<file path="config.mk">
export PLATFORM = sky130hd
export DESIGN_NAME = step_ramp_gen_flat
export DESIGN_NICKNAME = d
export VERILOG_FILES = /design/src/rtl/step_ramp_gen_if.sv /design/src/rtl/step_ramp_gen.sv /design/src/flat_wrapper.sv
export SDC_FILE = /design/constraint.sdc
export NUM_CORES = 1
export LEC_CHECK = 0
export ABC_AREA = 1
export CAP_MARGIN = 5
export CORE_UTILIZATION = 35
export CTS_BUF_LIST = sky130_fd_sc_hd__clkbuf_2
export CTS_CLUSTER_DIAMETER = 120
export DETAILED_ROUTE_END_ITERATION = 8
export SYNTH_ARGS = -nofsm -noshare
export SYNTH_HDL_FRONTEND = slang
export SYNTH_SLANG_ARGS = --single-unit
</file>
<file path="constraint.sdc">
create_clock -name clk -period 2.44 [get_ports clk]
set_input_delay 0.488 -clock clk [delete_from_list [all_inputs] [get_ports clk]]
set_output_delay 0.488 -clock clk [all_outputs]
set_load 0.01 [all_outputs]
</file>
<file path="src/rtl/step_ramp_gen_if.sv">
// Control levels in, step strobe and status out, between the ramp generator and its user.
interface step_ramp_gen_if;
    logic run;
    logic dir_in;
    logic fast;
    logic step;
    logic dir;
    logic moving;
    logic at_speed;

    modport master (
        output run, dir_in, fast,
        input  step, dir, moving, at_speed
    );

    modport slave (
        input  run, dir_in, fast,
        output step, dir, moving, at_speed
    );
endinterface

</file>
<file path="src/rtl/step_ramp_gen.sv">
// Step-rate generator: one-cycle step strobes whose interval ramps between
// START_PERIOD and the selected cruise period by RAMP_DELTA per step.
module step_ramp_gen #(
    parameter int unsigned W            = 20,
    parameter int unsigned START_PERIOD = 100000,
    parameter int unsigned SLOW_PERIOD  = 67500,
    parameter int unsigned FAST_PERIOD  = 2000,
    parameter int unsigned RAMP_DELTA   = 2000
) (
    input logic           clk,
    input logic           rst,
    step_ramp_gen_if.slave bus
);
    localparam int unsigned WX = W + 1;

    localparam logic [W-1:0]  START_P = W'(START_PERIOD);
    localparam logic [WX-1:0] START_X = WX'(START_PERIOD);
    localparam logic [WX-1:0] SLOW_X  = WX'(SLOW_PERIOD);
    localparam logic [WX-1:0] FAST_X  = WX'(FAST_PERIOD);
    localparam logic [WX-1:0] DELTA_X = WX'(RAMP_DELTA);

    typedef enum logic [1:0] {IDLE, ACCEL, CRUISE, DECEL} state_t;

    state_t         state, state_n;
    logic [W-1:0]   period, period_n;
    logic [W-1:0]   cnt, cnt_n;
    logic           dir_n, step_n;
    logic           stop;
    logic [WX-1:0]  period_x, up_x, target_x;

    // Next-state: count out the current interval, decide the next period at its step edge.
    always_comb begin
        state_n  = state;
        period_n = period;
        cnt_n    = cnt;
        dir_n    = bus.dir;
        step_n   = 1'b0;
        period_x = {1'b0, period};
        up_x     = period_x + DELTA_X;
        target_x = bus.fast ? FAST_X : SLOW_X;
        stop     = !bus.run || (bus.dir_in != bus.dir);

        case (state)
            IDLE: begin
                period_n = START_P;
                cnt_n    = '0;
                if (bus.run) begin
                    dir_n   = bus.dir_in;
                    state_n = ACCEL;
                end
            end
            default: begin
                if (cnt == period - W'(1)) begin
                    step_n = 1'b1;
                    cnt_n  = '0;
                    if (stop) begin
                        if (up_x >= START_X) begin
                            period_n = START_P;
                            state_n  = IDLE;
                        end else begin
                            period_n = W'(up_x);
                            state_n  = DECEL;
                        end
                    end else if (period_x > target_x) begin
                        // Speeding up: shorten, clamped so we never undershoot the target.
                        if (period_x > target_x + DELTA_X) begin
                            period_n = W'(period_x - DELTA_X);
                            state_n  = ACCEL;
                        end else begin
                            period_n = W'(target_x);
                            state_n  = CRUISE;
                        end
                    end else if (period_x < target_x) begin
                        if (up_x < target_x) begin
                            period_n = W'(up_x);
                            state_n  = DECEL;
                        end else begin
                            period_n = W'(target_x);
                            state_n  = CRUISE;
                        end
                    end else begin
                        state_n = CRUISE;
                    end
                end else begin
                    cnt_n = cnt + W'(1);
                end
            end
        endcase
    end

    // State and registered outputs; status reflects the state being entered.
    always_ff @(posedge clk) begin
        if (rst) begin
            state        <= IDLE;
            period       <= START_P;
            cnt          <= '0;
            bus.step     <= 1'b0;
            bus.dir      <= 1'b0;
            bus.moving   <= 1'b0;
            bus.at_speed <= 1'b0;
        end else begin
            state        <= state_n;
            period       <= period_n;
            cnt          <= cnt_n;
            bus.step     <= step_n;
            bus.dir      <= dir_n;
            bus.moving   <= (state_n != IDLE);
            bus.at_speed <= (state_n == CRUISE);
        end
    end
endmodule

</file>
<file path="src/flat_wrapper.sv">
// flat-port wrapper written by rule: the top's interface ports become plain ports
module step_ramp_gen_flat 
#(
    parameter int unsigned W            = 20,
    parameter int unsigned START_PERIOD = 100000,
    parameter int unsigned SLOW_PERIOD  = 67500,
    parameter int unsigned FAST_PERIOD  = 2000,
    parameter int unsigned RAMP_DELTA   = 2000
)
  (clk, rst, bus_run, bus_dir_in, bus_fast, bus_step, bus_dir, bus_moving, bus_at_speed);
  step_ramp_gen_if bus_i ();
  input logic clk;
  input logic rst;
  input wire logic [$bits(bus_i.run)-1:0] bus_run;
  input wire logic [$bits(bus_i.dir_in)-1:0] bus_dir_in;
  input wire logic [$bits(bus_i.fast)-1:0] bus_fast;
  output wire logic [$bits(bus_i.step)-1:0] bus_step;
  output wire logic [$bits(bus_i.dir)-1:0] bus_dir;
  output wire logic [$bits(bus_i.moving)-1:0] bus_moving;
  output wire logic [$bits(bus_i.at_speed)-1:0] bus_at_speed;
  assign bus_i.run = bus_run;
  assign bus_i.dir_in = bus_dir_in;
  assign bus_i.fast = bus_fast;
  assign bus_step = bus_i.step;
  assign bus_dir = bus_i.dir;
  assign bus_moving = bus_i.moving;
  assign bus_at_speed = bus_i.at_speed;
  step_ramp_gen #(.W(W), .START_PERIOD(START_PERIOD), .SLOW_PERIOD(SLOW_PERIOD), .FAST_PERIOD(FAST_PERIOD), .RAMP_DELTA(RAMP_DELTA)) u_core (.clk(clk), .rst(rst), .bus(bus_i));
endmodule
</file>
; Word level (Yosys, flattened, before mapping)
; Cells that the tools add are included.
[word_totals]
ff_bits = 46
in_bits = 5
output_inout_bits = 4
word_cells = 46
[classes]
n_addsub = 5
n_lt_le_gt_ge = 5
eq_ne = 3
mux = 17
n_reduce_logical = 9
[ops]
columns = cell, count
row1 = 2-to-1 mux 20 bit, 6
row2 = greater-than comparator 20 x 21 -> 1 bit, 2
row3 = "adder 20 x 11 -> 21 bit, second input constant", 1
row4 = "adder 21 x 11 -> 21 bit, second input constant", 1
row5 = "greater-or-equal comparator 21 x 17 -> 1 bit, second input constant", 1
row6 = less-than comparator 20 x 21 -> 1 bit, 1
row7 = less-than comparator 21 bit, 1
row8 = "adder 20 x 1 -> 20 bit, second input constant", 1
row9 = equality test 20 bit, 1
row10 = "subtractor 20 x 1 -> 20 bit, second input constant", 1
row11 = "subtractor 20 x 11 -> 20 bit, second input constant", 1
row12 = 2-to-1 mux 17 bit, 1
row13 = 2-to-1 mux 2 bit, 7
row14 = AND reduction 2 bit, 2
row15 = 2-to-1 mux 1 bit, 3
row16 = nonzero test 3 bit, 1
row17 = OR reduction 3 bit, 1
row18 = "equality test 2 bit, second input constant", 1
row19 = logical NOT 2 bit, 1
row20 = nonzero test 2 bit, 1
row21 = OR reduction 2 bit, 1
row22 = logical NOT 1 bit, 1
row23 = logical OR 1 bit, 1
row24 = != test 1 bit, 1

; Longest topological paths before layout
[logic_depth]
word_depth = 9
ltp_mapped = 20
mapped_depth_nobuf = 20

; Worst setup path before layout
; Ideal clock, no wire load.
[synth_path]
path_type = reg-to-reg
startpoint = register u_core.period[5]
endpoint = register u_core.period[5]
setup_time_ns = 0.115
arrival_time_ns = 2.463
required_time_ns = 2.325
slack_ns = -0.138
path_stages_with_launch = 21
path_buffers = 0
period_less_slack_ns = 2.578
path_cell_list = dfxtp_1 ha_1 inv_1 nand2_1 inv_1 nand2_2 nand2_2 nor2_1 xor2_1 inv_1 ha_1 nand2_1 nand3_1 nor2_4 nand3_4 nand2_2 o21ai_0 nand2_1 nand2_1 nand2_1 nand2_1
[synth_between]
elab_chain_len = 6
elab_cells_between_ends = 17
cone_classes = add/sub (3) / order compare (5) / eq/ne (1) / mux (6) / reduce/logical (2)
[synth_rtl]
columns = item, line
row1 = start: declaration, step_ramp_gen.sv:25  ; logic [W-1:0] period, period_n;
row2 = start signal: assignment, step_ramp_gen.sv:103  ; period <= period_n;
row3 = adder 20 x 11 -> 21 bit, step_ramp_gen.sv:39  ; up_x = period_x + DELTA_X;
row4 = less-than comparator 21 bit, step_ramp_gen.sv:74  ; if (up_x < target_x) begin
row5 = 2-to-1 mux 20 bit, step_ramp_gen.sv:74
row6 = 2-to-1 mux 20 bit, step_ramp_gen.sv:73  ; end else if (period_x < target_x) begin
row7 = 2-to-1 mux 20 bit, step_ramp_gen.sv:64  ; end else if (period_x > target_x) begin
row8 = 2-to-1 mux 20 bit, step_ramp_gen.sv:56  ; if (stop) begin
; Parallel ways exist; a longest one is shown, timed or not. The select of a mux whose other input is x is not followed.
; A chain may end at the register's enable or synchronous reset.

; Final worst setup path
[layout_path]
startpoint = register u_core.period[4]
endpoint = register u_core.period[16]
; Same word-level chain as after synthesis.

==> results.yml <==
yosys:
  synth_seq_area_share_pct: 19.3
  synth_warnings: 0
  post_synth_inst_count: 762
  synth_area_per_cell_um2: 5.87
  ys_dominant_reg_cell: "sky130_fd_sc_hd__dfxtp_1"
  seq_cells_post_synth: 43
  netlist_area_mm2: 0.00447
  postSynthNetCount: 786
  yosysUniqueCellTypes: 41
  number_of_enable_type_register_cells_in_the_synthesized_netlist: 0
  synthArstFlopShare_pct: 0
setup_path:
  reg2reg_slack_ns: -0.09
  timing.critical_path.from_type: "flop"
  timing.setup.critical_path_class: "flop to flop"
  cp_data_arrival_time_ns: 2.92
  worst_ep_required_time_ns: 2.83
  cp-end-kind: "flop"
  timing.critical_path.fanout_max: 8
sta:
  timing.final.setup_violations: 19
  timing.final.max_slew_violations: 0
  layout_setup_ws_ns: -0.0873
  period_minus_slack_ns: 2.53
  worstMarginPinSlew_ns: 0.418
  finalCritPeriodShare_pct: 104
  final-hold-violation-count: 0
  setup_repair_after_global_routing_missed_its_margin: "true"
  hold_slack_ns: 0.436
  max_slew_margin_pct: 72.1
  timing.clock.skew_ns: 0.0161
  max_freq_mhz: 396
finish:
  final-seq-area_um2: 872
  fillCellCount: 1275
  post_route_cells_drive_above_1_share_pct: 31.7
  layout-area-overhead-vs-synth_pct: 37.0
  final_cell_area_mm2: 0.00612
  multi_input_comb_area_mm2: 0.00356
  finalNetCount: 883
  final-instance-count-excl-fill: 1028
  insertedDiodeCount: 0
power:
  comb_power_share_pct: 13.6
  ir_drop_v: 0.000255
  p_sw_uw: 382
  p_leak_nw: 2.71
  switching_share_pct: 26.3
  p_total_mw: 1.45
  power_frac_clock_pct: 37.5
  power_report.internal_total_mw: 1.07
  pwr_density_cell_mw_per_mm2: 237
  sequentialPowerShare_pct: 48.8
worst_hold_path:
  holdCritPathClass: "flop to flop"
routing:
  drc: 0
  top_layer_used: "met4"
  dr_wl_met3_um: 751
  ant_nets: 0
  drt_first_iter_violations: 353
  wirelength_met1_um: 6890
  number_of_vias_per_cell_after_detailed_routing: 4.99
  met2WireLength_um: 6970
  via_count: 5126
  drtPass1Iterations: 5
  wl_um: 14900
  detail_route.wl_per_cell_um: 14.5
placement:
  port_buffers: 8
  dpl.cell_count: 994
  placement.setup.worst_slack_ns: -0.579
  globalplace.congestion: 0.953
  hpwl_detailed_um: 11400
  placed_inst_area_mm2: 0.00526
floorplanning:
  rows: 40
  start_util_pct: 36.6
  die_area_mm2: 0.0132
  core_area_mm2: 0.0122
  die_x_um: 115
  die_y_um: 115
  io_pins: 9
global_route:
  pin_count_of_the_biggest_net_entering_global_routing: 21
  grt_pass1_vias: 4899
  globalRoute.totalOverflow: 0
  track_usage_pct: 23.4
  grt_first_pass_wirelength_um: 24100
  antenna_found_initial: 0
clock_network:
  cts.sinks: 43
  cts.htree.levels: 2
  clock-root-buffer: "sky130_fd_sc_hd__clkbuf_2"
  clk_latency_ns: 0.46
  maximum_number_of_buffers_from_clock_root_to_sink: 2
  cts_tree: "done"
  cts_inserted_buffers: 5
  cts.clk_slew.worst_paths_ns: 0.24
run_status:
  failed_checks: "negative setup slack"
  run_status: "finished with violations"
run:
  maxCapViolCount: 0
## cell type report
cell class | instances | area share, %
Inverter | 99 | 6.46
Timing Repair inverter | 1 | 0.123
Tap cell | 168 | 3.43
Timing Repair Buffer | 110 | 16.1
Clock buffer | 6 | 0.491
Multi-Input combinational cell | 599 | 58.1
Clock inverter | 2 | 0.981
Sequential cell | 43 | 14.2
## power by group through the flow
stage	registers [mW]	logic, mW	clock network (mW)
2_1_floorplan	0.723	0.0911	0
3_3_place_gp	0.722	0.155	0
3_5_place_dp	0.722	0.155	0
4_1_cts	0.710	0.169	0.560
5_1_grt	0.711	0.218	0.589
6_report	0.709	0.198	0.545
## stage by stage
stage	util, %	setup TNS, ns
2_1_floorplan	-	0
3_5_place_dp	43.0	-10.13
6_report	50.1	-0.871
3_3_place_gp	43.0	-8.89
5_1_grt	50.1	-4.31
4_1_cts	45.5	-0.104
## flip-flops by register name, indices dropped and copies added, names as in the netlist
name                 count
u_core.bus.step          1
u_core.bus.moving        1
u_core.state             2
u_core.bus.dir           1
u_core.cnt              20
u_core.period           17
u_core.bus.at_speed      1
## layout by cell type (no fill, tap or decap), types with 19 or more instances in the layout
cell,count
sky130_fd_sc_hd__nand2_1,202
sky130_fd_sc_hd__buf_4,89
sky130_fd_sc_hd__inv_1,78
sky130_fd_sc_hd__nor2_1,70
sky130_fd_sc_hd__nand3_1,69
sky130_fd_sc_hd__dfxtp_1,38
sky130_fd_sc_hd__nor2_2,28
sky130_fd_sc_hd__a21oi_1,28
sky130_fd_sc_hd__nand2_2,24
sky130_fd_sc_hd__xor2_1,19
## cells in the mapped netlist, drive strengths merged, types with 9 or more instances
library cell,number,area (µm²)
nand2,233,902
nor2,113,519
inv,98,370
nand3,83,448
dfxtp,43,861
a21oi,39,195
o21ai,32,160
xor2,20,175
ha,19,238
buf,17,134
nor3,17,100
nand4,11,83.8
xnor2,9,78.8
## worst max-delay path, cell delays in order, from the launching register on
cell and delay, ns:
sky130_fd_sc_hd__dfxtp_4 0.42, sky130_fd_sc_hd__buf_6 0.11, sky130_fd_sc_hd__ha_4 0.14, sky130_fd_sc_hd__inv_2 0.04, sky130_fd_sc_hd__nand2_2 0.07, sky130_fd_sc_hd__inv_2 0.06
sky130_fd_sc_hd__nand2_4 0.08, sky130_fd_sc_hd__nand2_4 0.06, sky130_fd_sc_hd__nor2_4 0.09, sky130_fd_sc_hd__xor2_2 0.16, sky130_fd_sc_hd__inv_1 0.09, sky130_fd_sc_hd__ha_4 0.22
sky130_fd_sc_hd__nand2_2 0.07, sky130_fd_sc_hd__nand3_2 0.10, sky130_fd_sc_hd__nor2_4 0.20, sky130_fd_sc_hd__nand3_4 0.17, sky130_fd_sc_hd__nand2_4 0.13, sky130_fd_sc_hd__o21ai_2 0.05
sky130_fd_sc_hd__nand2_1 0.06, sky130_fd_sc_hd__nand2_1 0.05, sky130_fd_sc_hd__nand2_1 0.06, sky130_fd_sc_hd__nand2_1 0.04
## path summary, 6_finish.rpt
kind                                  startpoint           endpoint  depth (start not counted)
worst max register to register  u_core.period[4]  u_core.period[16]                         21
worst min register to register     u_core.cnt[0]      u_core.cnt[0]                          1
worst min-delay path               u_core.cnt[0]      u_core.cnt[0]                          1
worst max-delay path            u_core.period[4]  u_core.period[16]                         21
## cells by family after synthesis
logic type / count (synthesis) / share of synthesized area, %
XOR/XNOR: 29 / 5.68
flip-flops: 43 / 19.3
AND/OR/NAND/NOR: 475 / 49.1
buffers and inverters: 120 / 11.8
AO/OA/AOI/OAI: 76 / 8.85
adder cells (fa/ha/maj): 19 / 5.32
## routing by layer
layer  global-route usage, %  vias up
met5                       0        -
met4                    7.45        0
met3                    3.53       27
met2                    38.9      136
met1                    31.0     2347
li1                        -     2616
## repair_timing
item,in CTS,in global routing
buffers inserted,6,15
cloned,2,3
resized for setup,37,94
pin swaps,18,37
hold buffers,0,0
setup endpoints to repair,39,41
hold endpoints to repair,0,0
Power figures use the tool's default switching activity.
